--- config.mk ---
export PLATFORM = sky130hd
export DESIGN_NAME = cascade_counter
export DESIGN_NICKNAME = d
export VERILOG_FILES = /design/src/rtl/cascade_counter_pkg.sv /design/src/rtl/cascade_counter_digit.sv /design/src/rtl/cascade_counter.sv
export SDC_FILE = /design/constraint.sdc
export NUM_CORES = 1
export LEC_CHECK = 0
export CORE_ASPECT_RATIO = 0.7
export CORE_MARGIN = 4
export CORE_UTILIZATION = 25
export DETAILED_ROUTE_END_ITERATION = 16
export HOLD_SLACK_MARGIN = 0.1
export PLACE_DENSITY = 0.52
export SYNTH_ARGS = -nofsm -noshare
export SYNTH_HDL_FRONTEND = slang
export SYNTH_SLANG_ARGS = --single-unit
--- constraint.sdc ---
create_clock -name clock -period 4.61 [get_ports clock]
set_input_delay 0.6915 -clock clock [delete_from_list [all_inputs] [get_ports clock]]
set_output_delay 0.6915 -clock clock [all_outputs]
set_load 0.01 [all_outputs]
--- src/rtl/cascade_counter_pkg.sv ---
// Shared constants for the cascaded up/down digit counter.
package cascade_counter_pkg;

    localparam int unsigned DEFAULT_DIGIT_W = 4;
    localparam int unsigned DEFAULT_MODULUS = 16;
    localparam int unsigned BCD_MODULUS     = 10;

    localparam logic DIR_UP   = 1'b1;
    localparam logic DIR_DOWN = 1'b0;

endpackage

--- src/rtl/cascade_counter_digit.sv ---
// One modulo-MODULUS digit stage with synchronous clear, clamped parallel load and
// a terminal flag that feeds the enable of the next stage.
module counter_digit
    import cascade_counter_pkg::*;
#(
    parameter int unsigned DIGIT_W = DEFAULT_DIGIT_W,
    parameter int unsigned MODULUS = DEFAULT_MODULUS
) (
    input  logic               clock,
    input  logic               clear,
    input  logic               load,
    input  logic [DIGIT_W-1:0] data,
    input  logic               enable,
    input  logic               up_down,
    output logic [DIGIT_W-1:0] count,
    output logic               term
);

    localparam int unsigned        MaxVal   = MODULUS - 1;
    localparam logic [DIGIT_W-1:0] MaxDigit = MaxVal[DIGIT_W-1:0];

    logic [DIGIT_W-1:0] count_q, count_d;

    always_comb begin
        count_d = count_q;
        if (load) begin
            // Out-of-range load values saturate to the largest legal digit.
            count_d = (data > MaxDigit) ? MaxDigit : data;
        end else if (enable) begin
            if (up_down == DIR_UP) begin
                count_d = (count_q == MaxDigit) ? '0 : count_q + DIGIT_W'(1);
            end else begin
                count_d = (count_q == '0) ? MaxDigit : count_q - DIGIT_W'(1);
            end
        end
    end

    always_ff @(posedge clock) begin
        if (clear) begin
            count_q <= '0;
        end else begin
            count_q <= count_d;
        end
    end

    assign count = count_q;
    assign term  = (up_down == DIR_UP) ? (count_q == MaxDigit) : (count_q == '0);

endmodule

--- src/rtl/cascade_counter.sv ---
// Synchronous cascaded multi-digit up/down counter. Define CASCADE_COUNTER_WRAP_FLAG_EN
// to add the sticky "wrapped" output and its flag register.
module cascade_counter
    import cascade_counter_pkg::*;
#(
    parameter int unsigned DIGITS  = 2,
    parameter int unsigned DIGIT_W = DEFAULT_DIGIT_W,
    parameter int unsigned MODULUS = DEFAULT_MODULUS
) (
    input  logic                      clock,
    input  logic                      clear,
    input  logic                      load,
    input  logic [DIGITS*DIGIT_W-1:0] data,
    input  logic                      start_stop,
    input  logic                      up_down,
    output logic [DIGITS*DIGIT_W-1:0] count,
`ifdef CASCADE_COUNTER_WRAP_FLAG_EN
    output logic                      wrapped,
`endif
    output logic                      tc
);

    logic [DIGITS-1:0] term;
    logic [DIGITS:0]   en;

    // Combinational carry chain: digit i steps when all lower digits are terminal.
    always_comb begin
        en    = '0;
        en[0] = start_stop;
        for (int i = 0; i < DIGITS; i++) begin
            en[i+1] = en[i] & term[i];
        end
    end

    assign tc = en[DIGITS];

    for (genvar g = 0; g < DIGITS; g++) begin : g_digit
        counter_digit #(
            .DIGIT_W(DIGIT_W),
            .MODULUS(MODULUS)
        ) u_digit (
            .clock  (clock),
            .clear  (clear),
            .load   (load),
            .data   (data[g*DIGIT_W +: DIGIT_W]),
            .enable (en[g]),
            .up_down(up_down),
            .count  (count[g*DIGIT_W +: DIGIT_W]),
            .term   (term[g])
        );
    end

`ifdef CASCADE_COUNTER_WRAP_FLAG_EN
    logic wrapped_q, wrapped_d;

    always_comb begin
        wrapped_d = wrapped_q;
        if (load) begin
            wrapped_d = 1'b0;
        end else if (tc) begin
            wrapped_d = 1'b1;
        end
    end

    always_ff @(posedge clock) begin
        if (clear) begin
            wrapped_q <= 1'b0;
        end else begin
            wrapped_q <= wrapped_d;
        end
    end

    assign wrapped = wrapped_q;
`endif

endmodule

---- Word-level counts from Yosys, hierarchy flattened ----
Cells that the tools add are included.
operators by class
  eq/ne operators ......................... 2
  bitwise logic cells ..................... 2
  multiplexer cells ....................... 14
  add/subtract/negate cells ............... 4
  magnitude comparators ................... 2
  reduce and logical (&&, ||, !) cells .... 4
operators with widths
  cell                   count
  $mux W4                12
  $add A4 B1 Y4 const B  2
  $eq A4 B4 Y1 const B   2
  $gt A4 B4 Y1 const B   2
  $logic_not A4 Y1       2
  $sub A4 B1 Y4 const B  2
  $reduce_bool A2 Y1     2
  $and A1 B1 Y1          2
  $mux W1                2
word-level totals
  input port bits ......................... 13
  output and inout bits ................... 9
  bits in registers ....................... 8
  word-level logic and storage cells ...... 30

---- Logic depth before layout (Yosys ltp) ----
Gate-level depths: netlist of run 1.
  word-level depth ........................ 5
  gate-level depth with buffers ........... 6
  depth with buffers taken out ............ 6

---- By module ----
Synthesis of run 1 repeated with hierarchy kept, for this count alone.
second synthesis, totals
  cell total of the unflattened synthesis .. 96
  area, all modules ....................... 708.2 um^2
by module, submodules not included
  module           sequential area each (um^2)  times used  area an instance (um^2)  cells each
  counter_digit    80.1                         2           347.8                    47
  cascade_counter  0.0                          1           12.5                     2

---- Worst setup path after synthesis of run 1 ----
Ideal clock, no wire load.
  kind .................................... input to output
  start point ............................. in up_down
  end point ............................... out tc
  buffers on the path ..................... 0
  stages on the path ...................... 2
  slack ................................... 2.520 ns
  arrival ................................. 1.399 ns
  required time ........................... 3.919 ns
  cell sequence ........................... or4b_1 a21oi_1
on the way
  longest elaborated chain between the ends .. 3
  elaborated cells on any way between the ends .. 4
  those cells by class .................... 2 x mux; 2 x bitwise
RTL lines
  what               RTL line                     RTL
  from (decl)        cascade_counter.sv:15        input logic up_down,
  $mux W1            cascade_counter_digit.sv:47  assign term = (up_down == DIR_UP) ? (count_q == MaxDigit) : (count_q == '0);
  $and A1 B1 Y1      cascade_counter.sv:31        en[i+1] = en[i] & term[i];
  $and A1 B1 Y1 (*)  cascade_counter.sv:31
  to (decl)          cascade_counter.sv:20        output logic tc
Mark *: on every way between the ends. The rest lies on a longest branch, timed or not.

---- Final worst setup path of run 1 ----
Same ends and word-level chain as after synthesis.

==> results of run 1 <==
## layout by cell type (no fill, tap or decap), drive strengths merged, types with 3 or more instances in the layout
| cell | synthesis | layout |
|---|---|---|
| clkdlybuf4s50 | 0 | 21 |
| dfxtp | 8 | 8 |
| inv | 8 | 8 |
| a21oi | 7 | 7 |
| nor2 | 7 | 7 |
| nand2 | 5 | 5 |
| o21ai | 5 | 5 |
| a211oi | 4 | 4 |
| ha | 4 | 4 |
| mux2i | 3 | 3 |
| clkbuf | 1 | 3 |
## cells by family (layout without fill, tap and decap cells)
| kind of cell | after synthesis | in the layout | synth area share (%) |
|---|---|---|---|
| and+or+nand+nor | 22 | 22 | 19.7 |
| adders and majority gates | 4 | 4 | 6.96 |
| buffers and inverters | 14 | 33 | 8.69 |
| DFF | 8 | 8 | 22.3 |
| muxes | 4 | 4 | 5.74 |
| xor gates and xnor gates | 4 | 4 | 4.87 |
| AOI/OAI and AO/OA | 30 | 30 | 31.8 |
## path summary, 6_finish.rpt
kind / start / cells after the start / to
max: up_down / 4 / tc
min: g_digit[1].u_digit.count[1] / 2 / g_digit[1].u_digit.count[1]
max reg2reg: g_digit[1].u_digit.count[0] / 5 / g_digit[1].u_digit.count[3]
min reg2reg: g_digit[1].u_digit.count[1] / 2 / g_digit[1].u_digit.count[1]
## area by class of cell
cell class	instances	area (µm²)
well taps	34	42.5
inverters	9	33.8
clock buffers	3	41.3
fillers	260	1620
multi-input cells	64	497
flip-flops and latches	8	160
repair buffers	21	210
## metrics by stage
step	instance area [µm²]	hold WS [ps]	setup WS (ps)	cells
final	985	642	1200	139
after global routing	985	719	1090	139
after CTS	985	650	1200	139
after detailed placement	943	633	1210	136
after global placement	943	660	1240	136
after floorplan	719	598	2520	86
## metal layers
| metal | up-vias | wire length [µm] | track usage [%] |
|---|---|---|---|
| met4 | 0 | 10 | 1.88 |
| met3 | 2 | 121 | 4.93 |
| met5 | - | 0 | 0 |
| met1 | 331 | 988 | 14.2 |
| met2 | 18 | 709 | 15.4 |
| li1 | 360 | - | - |
## worst reg2reg max path, delay by kind of cell, from the launching register on
kind            cells  cell delay, ps
flops               1             480
fa+ha+maj           1             290
compound gates      4             790
## where the power goes
group,internal (mW),switching [mW],leakage (nW)
logic,0.0415,0.0335,0.280
clock network,0.0568,0.0304,0.0216
registers,0.0752,0.0115,0.0665
==> metrics.md, run 1 <==
| Metric | Value |
|---|---|
| Worst-path clk slew | 40 ps |
| Total Routing Usage GR | 10.6% |
| Final core utilization | between 30% and 40% |
| Highest cell delay on the worst timing path | 710 ps |
| Final Skew | 6.94 ps |
| Yosys top cell by area | dfxtp_1 |
| Arrival time of the worst setup path | around 2700 ps |
| CTS Sinks | 8 |
| DRT Pass-1 Iters | 4 |
| Critical path's most frequent cell | clkdlybuf4s50_1 |
| I/O pin total | 22 |
| Status | finished clean |
| Effective utilization at floorplan | 27.6% |
| Slew @ Worst Pin | 597 ps |
| Syn Inst Count | 86 |
| Via count | just over 700 |
| CP startpoint kind | primary input |
| Max-cap violations | 0 |
| Most instantiated library cell after synthesis | dfxtp_1 |
| DRC viols | 0 |
| Vias per inst | 5.12 |
| Worst Hold Class | reg2reg |
| First-pass GRT wire length | 3090 µm |
| Clock Latency Late Sink | around 230 ps |
| Unrepaired setup endpoints after global routing | no |
| DRC marker count from the first detailed-route iteration | 20 |
| Post-cts resize count | 0 |
| CTS Buffer Depth | 2 |
| Final Hold Viols | 0 |
| Synth area leaders | dfxtp_1 22%, ha_1 7.0%, a21oi_1 4.9% |
| N_diodes | 0 |
| Congestion Overflow GR | 0 |
| Share of the synthesized area in the top cell type | 22.3% |
| GP Congestion | 0.728 |
| Layout Nets | 124 |
| Crit path max-delay family | buffers and inverters |
| CP cell instances | clkdlybuf4s50_1 -> or4b_1 -> a21oi_1 -> clkdlybuf4s50_1 |
| LEAKAGE | 0.368 nW |
| Yosys reg bits | 8 |
| Hold-fix buffer count after cts | 0 |
| Setup Crit Path Kind | in2out |
| CP Buf/Inv Count | 2 |
| CTS tree | built |
| Vias in the first global route | 683 |
| Max IR drop VDD | 0.000125 V |
| Post-Syn Area | 719 µm² |
| Commonest cells in the netlist | 8 x dfxtp_1, 7 x a21oi_1, 7 x inv_1, 7 x nor2_1, 5 x nand2_1 |
| Die height | roughly 53 µm |
| FP Rows | 15 |
| Clk root buf | clkbuf_8 |
| Finish-stage setup viols | 0 |
| DIE AREA | 3810 µm² |
| Power Dens Cells | 253 nW/µm² |
| Max reg flops | 8 |
| Yosys cell types | 38 |
| Slew HR | 60.1% |
| DP HPWL | 1400 µm |
| DR WL/cell | 13.2 µm |
| Layout cells sized above 1 | 8.57% |
| Final WL | between 1500 and 2000 µm |
| Setup TNS | 0 ps |
| Die width | 72.1 µm |
| CTS buffer count | 3 |
| Fin crit share | 73.9% |
| Post-CTS repair timing setup buffer count | 0 |
| Post-layout minimum cycle time | 3410 ps |
| Average cell area after synthesis | ~8.4 µm² |
| Top_reg_cell synth | dfxtp_1 |
| Area grow syn2layout | 36.9% |
| Worst EP required | 3920 ps |
| PortBufs | 21 |
| H-tree levels | 1 |
| FMAX | 294 MHz |
| CORE AREA | between 2000 and 3000 µm² |
| Ys async rst share | 0% |
| Synth warn | 0 |
| Synthesized net count | 103 |
| Crit-path slowest cell | clkdlybuf4s50_1 |
| Number of synthesized flops with an enable pin | 0 |
| Sequential fraction of the synthesis area | 22.3% |
| Pin count of the biggest net entering global routing | 17 |
| Crit path capture type | output pin |
| Fin. max-slew vios | 0 |
| Power, Total | 249 µW |
| R2R Setup Slk | 2930 ps |
| Antenna violations before repair | 0 |
| Critical path fanouts, max | 16 |
| Routed Antenna Nets | 0 |
Power figures use the tool's default switching activity.
==> run 2, diff against run 1 <==
PLACE_DENSITY = 0.54   (was 0.52)
clock period = 3 ns   (was 4.61 ns; I/O delays follow)
==> metrics.md, run 2 (synthesis gave the netlist of run 1 again) <==
| Metric | Value |
|---|---|
| Post-cts resize count | 0 (unchanged) |
| Antenna violations before repair | 0 (unchanged) |
| Slew @ Worst Pin | 401 ps (was 597 ps) |
| R2R Setup Slk | 1300 ps (was 2930 ps) |
| H-tree levels | 1 (unchanged) |
| N_diodes | 0 (unchanged) |
| Worst Hold Path EP | g_digit[1].u_digit.count[1] (unchanged) |
| Final hold slack | 662 ps (was 642 ps) |
| Fin crit share | 92.4% |
| Power Dens Cells | 382 nW/µm² (was 253 nW/µm²) |
| Die width | 72.1 µm (unchanged) |
| Max IR drop VDD | 0.000161 V (was 0.000125 V) |
| Via count | 685 (was 711) |
| DR WL/cell | 13.2 µm (about the same) |
| Finish-stage setup viols | 0 (unchanged) |
| Clk root buf | clkbuf_8 (unchanged) |
| Slew HR | 72.9% (was 60.1%) |
| PortBufs | 21 (unchanged) |
| First-pass GRT wire length | 3020 µm (was 3090 µm) |
| Unrepaired setup endpoints after global routing | no (unchanged) |
| Leading cell type in the layout, fill and taps excluded | clkdlybuf4s50_1 (unchanged) |
| Die height | 52.9 µm (unchanged) |
| Worst Reg2Reg Path Length in Cells | 5 (unchanged) |
| Setup TNS | 0 ps (unchanged) |
| Max reg flops | 8 (unchanged) |
| Post-CTS repair timing setup buffer count | 0 (unchanged) |
| Status | finished clean (unchanged) |
| Critical path fanouts, max | 12 (was 16) |
| LEAKAGE | 0.373 nW (was 0.368 nW) |
| Internal power | 267 µW (was 173 µW) |
| Worst-path clk slew | 40 ps (about the same) |
| CTS buffer count | 3 (unchanged) |
| Fillers | 271 (was 260) |
| Hold-fix buffer count after cts | 0 (unchanged) |
| Fin. max-slew vios | 0 (unchanged) |
| Total Routing Usage GR | 10.4% (was 10.6%) |
| Layout Nets | 125 (was 124) |
| Max-cap violations | 0 (unchanged) |
| Power share of the clock group | 33.9% (was 35.1%) |
| Critical path's most frequent cell | clkdlybuf4s50_1 (unchanged) |
| Combinational share of power | 30.9% (was 30.1%) |
| Clock Latency Late Sink | 230 ps (about the same) |
| DP HPWL | 1430 µm (was 1400 µm) |
| Switching Power | 112 µW (was 75.4 µW) |
| Reg-to-reg startpoint | g_digit[1].u_digit.count[0] (unchanged) |
| Commonest cells after routing, fill and taps aside | 21 x clkdlybuf4s50_1, 8 x dfxtp_1, 7 x inv_1, 7 x a21oi_1, 7 x nor2_1 (unchanged) |
| Post-layout minimum cycle time | 2770 ps |
| Arrival time of the worst setup path | 2320 ps (was 2720 ps) |
| Sw Share | 29.5% (was 30.3%) |
| Crit path capture type | output pin (unchanged) |
| RR Endpoint | g_digit[1].u_digit.count[3] (unchanged) |
| Setup Crit Path Kind | in2out (unchanged) |
| Layout cells sized above 1 | 9.43% (was 8.57%) |
| CP cell instances | clkdlybuf4s50_1 -> or4b_1 -> a21oi_1 -> clkdlybuf4s50_1 (unchanged) |
| I/O pin total | 22 (unchanged) |
| Flop pwr share | 35.3% (was 34.8%) |
| Vias per inst | 4.89 (was 5.12) |
| Area grow syn2layout | 37.9% (was 36.9%) |
| Routed Antenna Nets | 0 (unchanged) |
| Highest cell delay on the worst timing path | 610 ps (was 710 ps) |
| Worst hold path depth | 2 (unchanged) |
| Crit-path slowest cell | clkdlybuf4s50_1 (unchanged) |
| CORE AREA | 2610 µm² (unchanged) |
| Worst EP required | 2550 ps (was 3920 ps) |
| Congestion Overflow GR | 0 (unchanged) |
| DRC viols | 0 (unchanged) |
| DIE AREA | 3810 µm² (unchanged) |
| FP Rows | 15 (unchanged) |
| CTS tree | built (unchanged) |
| Vias in the first global route | 646 (was 683) |
| Final WL | 1850 µm (was 1830 µm) |
| CTS Sinks | 8 (unchanged) |
| FMAX | ~360 MHz |
| DRT Pass-1 Iters | 4 (unchanged) |
| Pin count of the biggest net entering global routing | 13 (was 17) |
| Effective utilization at floorplan | 27.6% (unchanged) |
| DRC marker count from the first detailed-route iteration | 23 (was 20) |
| Final Hold Viols | 0 (unchanged) |
| Worst Hold Class | reg2reg (unchanged) |
| Final Skew | 1.66 ps (was 6.94 ps) |
| GP Congestion | 0.774 (was 0.728) |
| CTS Buffer Depth | 2 (unchanged) |
| CP startpoint kind | primary input (unchanged) |
| Hold path start | g_digit[1].u_digit.count[1] (unchanged) |
## run 2: how the worst max path moves through the flow
stage	start	to	slack, ps	depth (start not counted)
final	up_down	tc	230	4
after global routing	up_down	tc	120	4
after CTS	up_down	tc	220	4
after detailed placement	up_down	tc	220	4
after global placement	up_down	tc	230	4
after floorplan	g_digit[1].u_digit.count[0]	tc	1260	4
## run 2: critical path, delay by kind of cell
kind / cells / cell delay (ps)
buf+inv: 2 / 1160
simple gates: 1 / 570
compound gates: 1 / 140
## run 2: power groups by stage
stage	Combinational (mW)	Sequential, mW	Clock, mW
detailed placement	0.117	0.135	0
global placement	0.116	0.135	0
floorplan	0.0699	0.132	0
CTS	0.118	0.133	0.131
finish	0.117	0.133	0.128
global route	0.129	0.136	0.136
## run 2: final cells by class
class	count	area, µm²	area share [%]
flip-flops and latches	8	160	16.1
repair buffers	22	218	21.9
inverters	9	33.8	3.40
multi-input cells	64	497	50.1
clock buffers	3	41.3	4.16
well taps	34	42.5	4.29
## run 2: routing by layer
layer | GRT usage [%] | wire, µm | vias up
li1 | - | - | 359
met1 | 15.9 | 1010 | 299
met2 | 13.1 | 695 | 22
met3 | 2.47 | 116 | 5
met4 | 4.69 | 35 | 0
met5 | 0 | 0 | -
## run 2: metrics by stage
step	worst slack [ps]	std cells	util (%)	total power, mW	instance area, µm²
4_1_cts	218	140	38.0	0.382	992
2_1_floorplan	1260	86	-	0.202	719
3_3_place_gp	228	137	36.5	0.252	951
6_report	228	140	38.0	0.379	992
3_5_place_dp	221	137	36.5	0.252	951
5_1_grt	119	140	38.0	0.401	992
